**config.mk**
```make
export PLATFORM = sky130hd
export DESIGN_NAME = mul_div_unit
export DESIGN_NICKNAME = d
export VERILOG_FILES = /design/src/rtl/mul_div_unit.sv
export SDC_FILE = /design/constraint.sdc
export NUM_CORES = 1
export LEC_CHECK = 0
export ABC_AREA = 1
export CELL_PAD_IN_SITES_DETAIL_PLACEMENT = 0
export CELL_PAD_IN_SITES_GLOBAL_PLACEMENT = 1
export CORE_ASPECT_RATIO = 0.7
export CORE_MARGIN = 2
export CORE_UTILIZATION = 38
export DETAILED_ROUTE_END_ITERATION = 16
export GPL_ROUTABILITY_DRIVEN = 0
export PLACE_DENSITY = 0.85
export SETUP_SLACK_MARGIN = 0.5
export SLEW_MARGIN = 20
export SYNTH_ARGS = -nofsm -noshare
export SYNTH_HDL_FRONTEND = slang
export SYNTH_SLANG_ARGS = --single-unit
```
**constraint.sdc**
```tcl
create_clock -name clk -period 6 [get_ports clk]
set_input_delay 0.9 -clock clk [delete_from_list [all_inputs] [get_ports clk]]
set_output_delay 0.9 -clock clk [all_outputs]
set_load 0.05 [all_outputs]
```
**src/rtl/mul_div_unit.sv**
```systemverilog
// Multi-cycle radix-2 multiply / restoring-divide engine feeding the HI/LO registers.
// Optional signed support is enabled by defining MULDIV_SIGNED_EN.
module mul_div_unit #(
    parameter int WIDTH = 32,
    parameter int CNT_W = 6
) (
    input  logic             clk,
    input  logic             clr,
    input  logic             start,
    input  logic             op_div,
    input  logic             op_sgn,
    input  logic [WIDTH-1:0] a_in,
    input  logic [WIDTH-1:0] b_in,
    output logic             busy,
    output logic             done,
    output logic             div_zero,
    output logic [WIDTH-1:0] hi_out,
    output logic [WIDTH-1:0] lo_out
);

    typedef enum logic [1:0] {IDLE, CALC, FIN} state_t;

    state_t           state, state_nxt;
    logic [CNT_W-1:0] cnt;
    logic             is_div, dz_r;
    logic [WIDTH-1:0] acc_hi, acc_lo, opnd, a_raw;
    logic [WIDTH-1:0] a_mag, b_mag;

    logic [WIDTH-1:0]   step_hi, step_lo;
    logic [WIDTH:0]     mul_sum, rem_sh, rem_diff;
    logic [2*WIDTH-1:0] prod_fix;
    logic [WIDTH-1:0]   quot_fix, rem_fix;

`ifdef MULDIV_SIGNED_EN
    logic sgn_a, sgn_b, neg_res, neg_rem;
    logic [2*WIDTH-1:0] prod;

    assign sgn_a = op_sgn & a_in[WIDTH-1];
    assign sgn_b = op_sgn & b_in[WIDTH-1];
    assign a_mag = sgn_a ? -a_in : a_in;
    assign b_mag = sgn_b ? -b_in : b_in;

    always_ff @(posedge clk or posedge clr) begin
        if (clr) begin
            neg_res <= 1'b0;
            neg_rem <= 1'b0;
        end else if (state == IDLE && start) begin
            neg_res <= sgn_a ^ sgn_b;
            neg_rem <= sgn_a;
        end
    end

    // Engine works on magnitudes; signs are restored only once, at FIN.
    assign prod     = {acc_hi, acc_lo};
    assign prod_fix = neg_res ? -prod : prod;
    assign quot_fix = neg_res ? -acc_lo : acc_lo;
    assign rem_fix  = neg_rem ? -acc_hi : acc_hi;
`else
    logic unused_sgn;

    assign unused_sgn = op_sgn;
    assign a_mag      = a_in;
    assign b_mag      = b_in;
    assign prod_fix   = {acc_hi, acc_lo};
    assign quot_fix   = acc_lo;
    assign rem_fix    = acc_hi;
`endif

    // One radix-2 step. Multiply shifts right through {acc_hi, acc_lo};
    // divide shifts left with acc_hi as partial remainder, acc_lo as quotient.
    always_comb begin
        step_hi  = acc_hi;
        step_lo  = acc_lo;
        mul_sum  = {1'b0, acc_hi} + (acc_lo[0] ? {1'b0, opnd} : '0);
        rem_sh   = {acc_hi, acc_lo[WIDTH-1]};
        rem_diff = rem_sh - {1'b0, opnd};
        if (is_div) begin
            if (!rem_diff[WIDTH]) begin
                step_hi = rem_diff[WIDTH-1:0];
                step_lo = {acc_lo[WIDTH-2:0], 1'b1};
            end else begin
                step_hi = rem_sh[WIDTH-1:0];
                step_lo = {acc_lo[WIDTH-2:0], 1'b0};
            end
        end else begin
            {step_hi, step_lo} = {mul_sum, acc_lo[WIDTH-1:1]};
        end
    end

    always_ff @(posedge clk or posedge clr) begin
        if (clr) state <= IDLE;
        else     state <= state_nxt;
    end

    always_comb begin
        state_nxt = state;
        busy      = 1'b1;
        case (state)
            IDLE: begin
                busy = 1'b0;
                if (start) state_nxt = CALC;
            end
            CALC: if (cnt == CNT_W'(WIDTH - 1)) state_nxt = FIN;
            FIN:  state_nxt = IDLE;
            default: begin
                state_nxt = IDLE;
                busy      = 1'b0;
            end
        endcase
    end

    always_ff @(posedge clk or posedge clr) begin
        if (clr) begin
            cnt      <= '0;
            is_div   <= 1'b0;
            dz_r     <= 1'b0;
            acc_hi   <= '0;
            acc_lo   <= '0;
            opnd     <= '0;
            a_raw    <= '0;
            done     <= 1'b0;
            div_zero <= 1'b0;
            hi_out   <= '0;
            lo_out   <= '0;
        end else begin
            done     <= 1'b0;
            div_zero <= 1'b0;
            case (state)
                IDLE: if (start) begin
                    cnt    <= '0;
                    is_div <= op_div;
                    dz_r   <= op_div && (b_in == '0);
                    a_raw  <= a_in;
                    acc_hi <= '0;
                    acc_lo <= op_div ? a_mag : b_mag;
                    opnd   <= op_div ? b_mag : a_mag;
                end
                CALC: begin
                    acc_hi <= step_hi;
                    acc_lo <= step_lo;
                    cnt    <= cnt + CNT_W'(1);
                end
                FIN: begin
                    done     <= 1'b1;
                    div_zero <= dz_r;
                    if (dz_r) begin
                        // Divide by zero reports the dividend untouched, not its magnitude.
                        hi_out <= a_raw;
                        lo_out <= '1;
                    end else if (is_div) begin
                        hi_out <= rem_fix;
                        lo_out <= quot_fix;
                    end else begin
                        {hi_out, lo_out} <= prod_fix;
                    end
                end
                default: ;
            endcase
        end
    end

endmodule

```
==> results of run 1 <==
-- area by class of cell --
type | instances | area [sq um]
fillers | 4081 | 21220
clock buffers | 32 | 616.8
repair buffers | 149 | 1466
flip-flops and latches | 204 | 5107
clock inverters | 3 | 18.77
well taps | 527 | 659.4
inverters | 322 | 1212
multi-input cells | 1666 | 8134
-- routing by layer --
metal,vias to the layer above,share of wire
met4,0,0.011
met2,622,0.41
met5,-,0
met1,7357,0.49
li1,7448,-
met3,49,0.089
-- synthesized netlist by cell type (all sizes together) --
cell	count	area (sq um)
o22ai	8	50.05
a31oi	33	206.5
a21o	4	30.03
nand4	17	106.4
a211o	1	8.760
nor3	12	60.06
clkinv	3	11.26
clkbuf	73	274.0
ha	68	850.8
nor3b	1	7.510
o211ai	1	7.510
buf	17	105.1
o21ai	239	1196
nor2	169	654.4
a22o	1	8.760
o21bai	7	52.55
a21boi	2	15.01
and2	1	6.260
xnor2	11	96.34
fa	2	40.04
a21oi	122	629.4
o21a	3	22.52
or2	4	25.02
xor2	3	26.28
mux2	1	11.26
o221ai	2	17.52
nand3b	9	67.56
o31ai	10	75.07
o41ai	1	8.760
dfrtp	204	5105
inv	319	1197
nand2	793	3053
nand3	126	688.2
nor4	14	87.58
and3	1	6.260
-- critical path: stages, from the launching register on --
cell and delay (ps):
dfrtp_1 830, nand2_1 100, inv_1 80, ha_1 220
inv_1 80, fa_1 410, inv_1 80, nand2_1 60
o21ai_0 590, nand2_1 110, nand2_1 230, nand3_1 120
nand3_1 250, nor2_1 60, o21ai_0 160, inv_1 50
nand2_1 60, nand2_1 50
-- worst max-delay path by stage --
stage | startpoint | end | slack, ps | cells after the start
6_report | acc_lo[0]$_DFFE_PP0P_ | acc_hi[21]$_DFFE_PP0P_ | 2330 | 17
3_5_place_dp | acc_lo[0]$_DFFE_PP0P_ | acc_hi[27]$_DFFE_PP0P_ | 2450 | 17
5_1_grt | acc_lo[0]$_DFFE_PP0P_ | acc_hi[27]$_DFFE_PP0P_ | 2060 | 17
2_1_floorplan | clr | a_raw[0]$_DFFE_PP0P_ | 2460 | 1
4_1_cts | acc_lo[0]$_DFFE_PP0P_ | acc_hi[27]$_DFFE_PP0P_ | 2430 | 17
3_3_place_gp | acc_lo[0]$_DFFE_PP0P_ | acc_hi[27]$_DFFE_PP0P_ | 2480 | 17
-- metrics by stage --
step / area (sq um) / util / hold WS [ps] / power, mW
global route: 17220 / 0.4479 / 512.0 / 11.95
floorplan: 14810 / - / 448.9 / 7.559
detailed placement: 16580 / 0.4313 / 465.6 / 9.653
finish: 17220 / 0.4479 / 480.6 / 11.05
CTS: 17220 / 0.4479 / 482.8 / 10.97
global placement: 16580 / 0.4313 / 462.2 / 9.566
-- logic make-up (layout without fill, tap and decap cells) --
logic type               Yosys count  in the layout  synth area share
buffers and inverters            412            506            0.1072
AND/OR/NAND/NOR                 1147           1147            0.3216
flip-flops                       204            204            0.3447
AO/OA/AOI/OAI                    434            434            0.1572
multiplexers                       1              1         0.0007604
adder cells (fa/ha/maj)           70             70           0.06016
XOR/XNOR                          14             14          0.008281
-- flip-flops by register name, summed over array words and instances (netlist names) --
register and cells:
dz_r 1, done 1, acc_hi 32, opnd 32, acc_lo 32, hi_out 32
lo_out 32, div_zero 1, cnt 6, state 2, is_div 1, a_raw 32
-- power by group --
group	leakage, nW	total [mW]	switching, mW	internal (mW)
Sequential	2.50	2.64	0.602	2.04
Combinational	6.05	7.14	4.89	2.25
Clock	0.314	1.27	0.565	0.706
-- layout by cell type (no fill, tap or decap), types with 3 or more instances in the layout --
cell             Yosys  final
nand2_1            778    777
inv_1              314    312
o21ai_0            233    233
dfrtp_1            204    202
nor2_1             165    165
clkdlybuf4s50_1      0    134
a21oi_1            119    119
nand3_1            116    116
ha_1                68     67
a31oi_1             33     33
clkbuf_16            0     21
nand4_1             17     17
nor4_1              14     14
buf_4                0     14
nor3_1              12     12
xnor2_1             11     11
nand2_2              9     10
o31ai_1             10     10
nand3_2              9      9
nand3b_1             9      9
o22ai_1              8      8
inv_2                5      7
o21bai_1             7      7
clkbuf_1            73      6
nand2_4              5      5
o21ai_1              6      5
clkbuf_8             0      5
a21o_1               4      4
or2_2                4      4
o21a_1               3      3
xor2_1               3      3
==> reports/results.ini, run 1 <==
[critical_path]
rrSetupSlack_ps=2330
cp.arrival_ps=4080
cp_max_fo=19
reg2reg_from=acc_lo[0]$_DFFE_PP0P_
cp-end-kind=flop
worstRegToRegCells=17
critical_path_required_ps=6410
reg2reg_to=acc_hi[21]$_DFFE_PP0P_
critPathKind=reg -> reg
cp-start-kind=flop

[clock_network]
cts_buffer_depth=3
clkTransAtPathRegs_ps=60
cts_tree=built
hold_buffers=0
numCtsBuffers=21
h-tree-depth=1
cts_setup_buffers=0
worst_skew_pair.late_latency_ps=520
clock-sinks=204
post_cts_resized=0
cts-root-buf=clkbuf_16

[die]
die_area_sq_um=40590
fp.dieW_microns=239.9
die_h_microns=169.2
ios=136
core_sq_um=38440
start_util=0.3853
fp-row-count=60

[global_route]
grt_usage=0.2522
grt_use_met3=0.03920
busiest_layer=met1
antenna_found_initial=0
met1_usage=0.3991
grt_pass1_vias=14166
grt-ovfl-total=0
grt_pass1_wl_microns=80220
grt_max_degree=129
met2_usage=0.3658

[finish]
fin_cells=2903
diodes=0
nets=2503
final_layout_size_suffix_gt1_frac=0.03956
synthToLayoutAreaGrowth_pct=16.26

[placed_design]
place_ws_ps=2450
place_inst=2868
dp.final_hpwl_microns=39310
portBuffers=134

[timing]
setup_violations=0
period_share=0.6119
maxSlewViolCount=0
setup_slack_ps=2329
max_freq_mhz=272.4
tightest_slew_ps=937.5
hold_viol=0
period_minus_slack_ps=3671
rsz0062_at_grt=no
skew_ps=13.13
relSlewSlack=0.3750
fin_tns_setup_ps=0

[logic_synthesis]
syn-mean-instance-area_sq_um=6.489
yosysUniqueCellTypes=49
ys_warn_count=0
syn_area_sq_um=14810
syn_inst=2282
synth-seq-area-share=0.3447
synth_seq_cells=204
synth_nets=2421

[detailed_routing]
routed-via-count=15476
wl_per_cell_microns=17.75
dr.pass1.iters=5
drtIter0Drc=1799
viasPerCell=5.331
drtAntennaViolNets=0
drc=0
wl_microns=51530

[power_and_ir_drop]
leakagePower_nw=8.860
vdd_drop_max_v=0.0003369
power_density_nw_per_um2=642.0

[hold_path]
hp-start=a_raw[14]$_DFFE_PP0P_
whs_endpoint=a_raw[14]$_DFFE_PP0P_
hold_path_depth=2
hp-class=reg -> reg

[status]
status=complete, no violations

[run]
maxCapViolCount=0

(Power assumes the default switching activity.)
==> run 2, diff against run 1 <==
CORE_UTILIZATION = 42   (was 38)
PLACE_DENSITY = 0.89   (was 0.85)
clock period = 3.5 ns   (was 6 ns; I/O delays follow)
==> reports/results.ini, run 2 (synthesis gave the netlist of run 1 again) <==
[power_and_ir_drop]
power_density_nw_per_um2=1108
internal_power_mw=8.944
leakagePower_nw=9.027
clkPwrFrac=0.125
netSwitchingFraction=0.5373
p_switching_mw=10.38
share_comb_of_total_power=0.644
pwr-share-seq=0.231
vdd_drop_max_v=0.0006663

[finish]
multi_input_area_sq_um=8149
final_cell_mix=776 x nand2_1, 312 x inv_1, 230 x o21ai_0
diodes=0
register_area_sq_um=5109
synthToLayoutAreaGrowth_pct=17.85
final_core_util=0.5025
mostFrequentLayoutCell=nand2_1
nFillCells=3516
nets=2522
final_layout_size_suffix_gt1_frac=0.05010

[status]
status=complete, no violations

[timing]
tightest_slew_ps=1049
rsz0062_at_grt=no
relSlewSlack=0.2966
period_minus_slack_ps=2908
skew_ps=14.22
hold_viol=0
whs_ps=478.5
max_freq_mhz=343.9
period_share=0.8307
setup_slack_ps=592.4
setup_violations=0
maxSlewViolCount=0
fin_tns_setup_ps=0

[detailed_routing]
drc=0
wl_per_cell_microns=17.83
dr.pass1.iters=8
drtAntennaViolNets=0
viasPerCell=5.409
routed-via-count=15509
wl_microns=51120
drtIter0Drc=1724

[global_route]
grt_usage=0.2729
grt_pass1_vias=14317
grt-ovfl-total=0
grt_max_degree=81
antenna_found_initial=1
grt_pass1_wl_microns=79690

[clock_network]
cts-root-buf=clkbuf_16
numCtsBuffers=21
worst_skew_pair.late_latency_ps=510
h-tree-depth=1
clkTransAtPathRegs_ps=70
cts_tree=built
clock-sinks=204
cts_buffer_depth=3
cts_setup_buffers=0

[die]
ios=136
start_util=0.4263
fp-row-count=57
core_sq_um=34730
die_area_sq_um=36800
fp.dieW_microns=228.4
die_h_microns=161.1

[hold_path]
hp-start=a_raw[29]$_DFFE_PP0P_
whs_endpoint=a_raw[29]$_DFFE_PP0P_
hp-class=reg -> reg
hold_path_depth=2

[critical_path]
cp.arrival_ps=3300
reg2reg_from=acc_lo[0]$_DFFE_PP0P_
cp-start-kind=flop
reg2reg_to=acc_hi[26]$_DFFE_PP0P_
cp_max_fo=15
critical_path_required_ps=3890
worstRegToRegCells=13
rrSetupSlack_ps=590
cp-end-kind=flop
critPathKind=reg -> reg

[placed_design]
portBuffers=134
place_ws_ps=563.2
dp.final_hpwl_microns=39730

[run]
maxCapViolCount=0

## run 2: how the worst max path moves through the flow
| stage | startpoint | to | depth (start not counted) |
|---|---|---|---|
| after floorplan | clr | a_raw[0]$_DFFE_PP0P_ | 1 |
| after global placement | acc_lo[31]$_DFFE_PP0P_ | acc_hi[8]$_DFFE_PP0P_ | 17 |
| after detailed placement | acc_lo[31]$_DFFE_PP0P_ | acc_hi[7]$_DFFE_PP0P_ | 17 |
| after CTS | acc_lo[31]$_DFFE_PP0P_ | acc_hi[7]$_DFFE_PP0P_ | 17 |
| after global routing | acc_lo[0]$_DFFE_PP0P_ | acc_hi[27]$_DFFE_PP0P_ | 18 |
| final | acc_lo[0]$_DFFE_PP0P_ | acc_hi[26]$_DFFE_PP0P_ | 13 |
## run 2: power by group through the flow
stage	clock, mW	sequential, mW	combinational [mW]
floorplan	0	5.40	7.56
global placement	0	4.44	12.0
detailed placement	0	4.46	12.2
CTS	2.45	4.44	12.3
global route	2.56	4.57	13.8
finish	2.41	4.46	12.5
## run 2: repair_timing
action                     in CTS  in global routing
setup endpoints to repair       0                 12
gates resized for setup         0                  8
hold buffers                    0                  0
## run 2: layout make-up
type,count,share of cell area
Timing Repair Buffer,168,0.09578
Tap cell,472,0.03384
Inverter,322,0.06947
Clock buffer,26,0.03291
Clock inverter,9,0.008317
Multi-Input combinational cell,1666,0.4669
Sequential cell,204,0.2927
## run 2: critical path, stage by stage (launching register included)
cell     delay (ps)
dfrtp_2         450
buf_4           210
nand2_1          70
inv_1            40
ha_1            340
nand2_1         170
o21ai_0         500
nor2_1          100
nand2_1         240
nand3_1         210
nand3_1         130
nand3_1         130
nand3_1         130
nand2_1          50
## run 2: per-stage QoR
step	total power, mW	cells	area (sq um)
after floorplan	12.96	2282	14810
after global placement	16.47	2832	16720
after detailed placement	16.66	2832	16720
after CTS	19.15	2867	17440
after global routing	20.89	2867	17450
final	19.33	2867	17450
## run 2: routing by layer
| metal | global-route usage | wire (microns) | up-vias |
|---|---|---|---|
| met4 | 0.04813 | 879 | 0 |
| met5 | 0 | 0 | - |
| li1 | - | - | 7478 |
| met3 | 0.05544 | 4859 | 53 |
| met1 | 0.4164 | 24100 | 7307 |
| met2 | 0.4008 | 21280 | 671 |
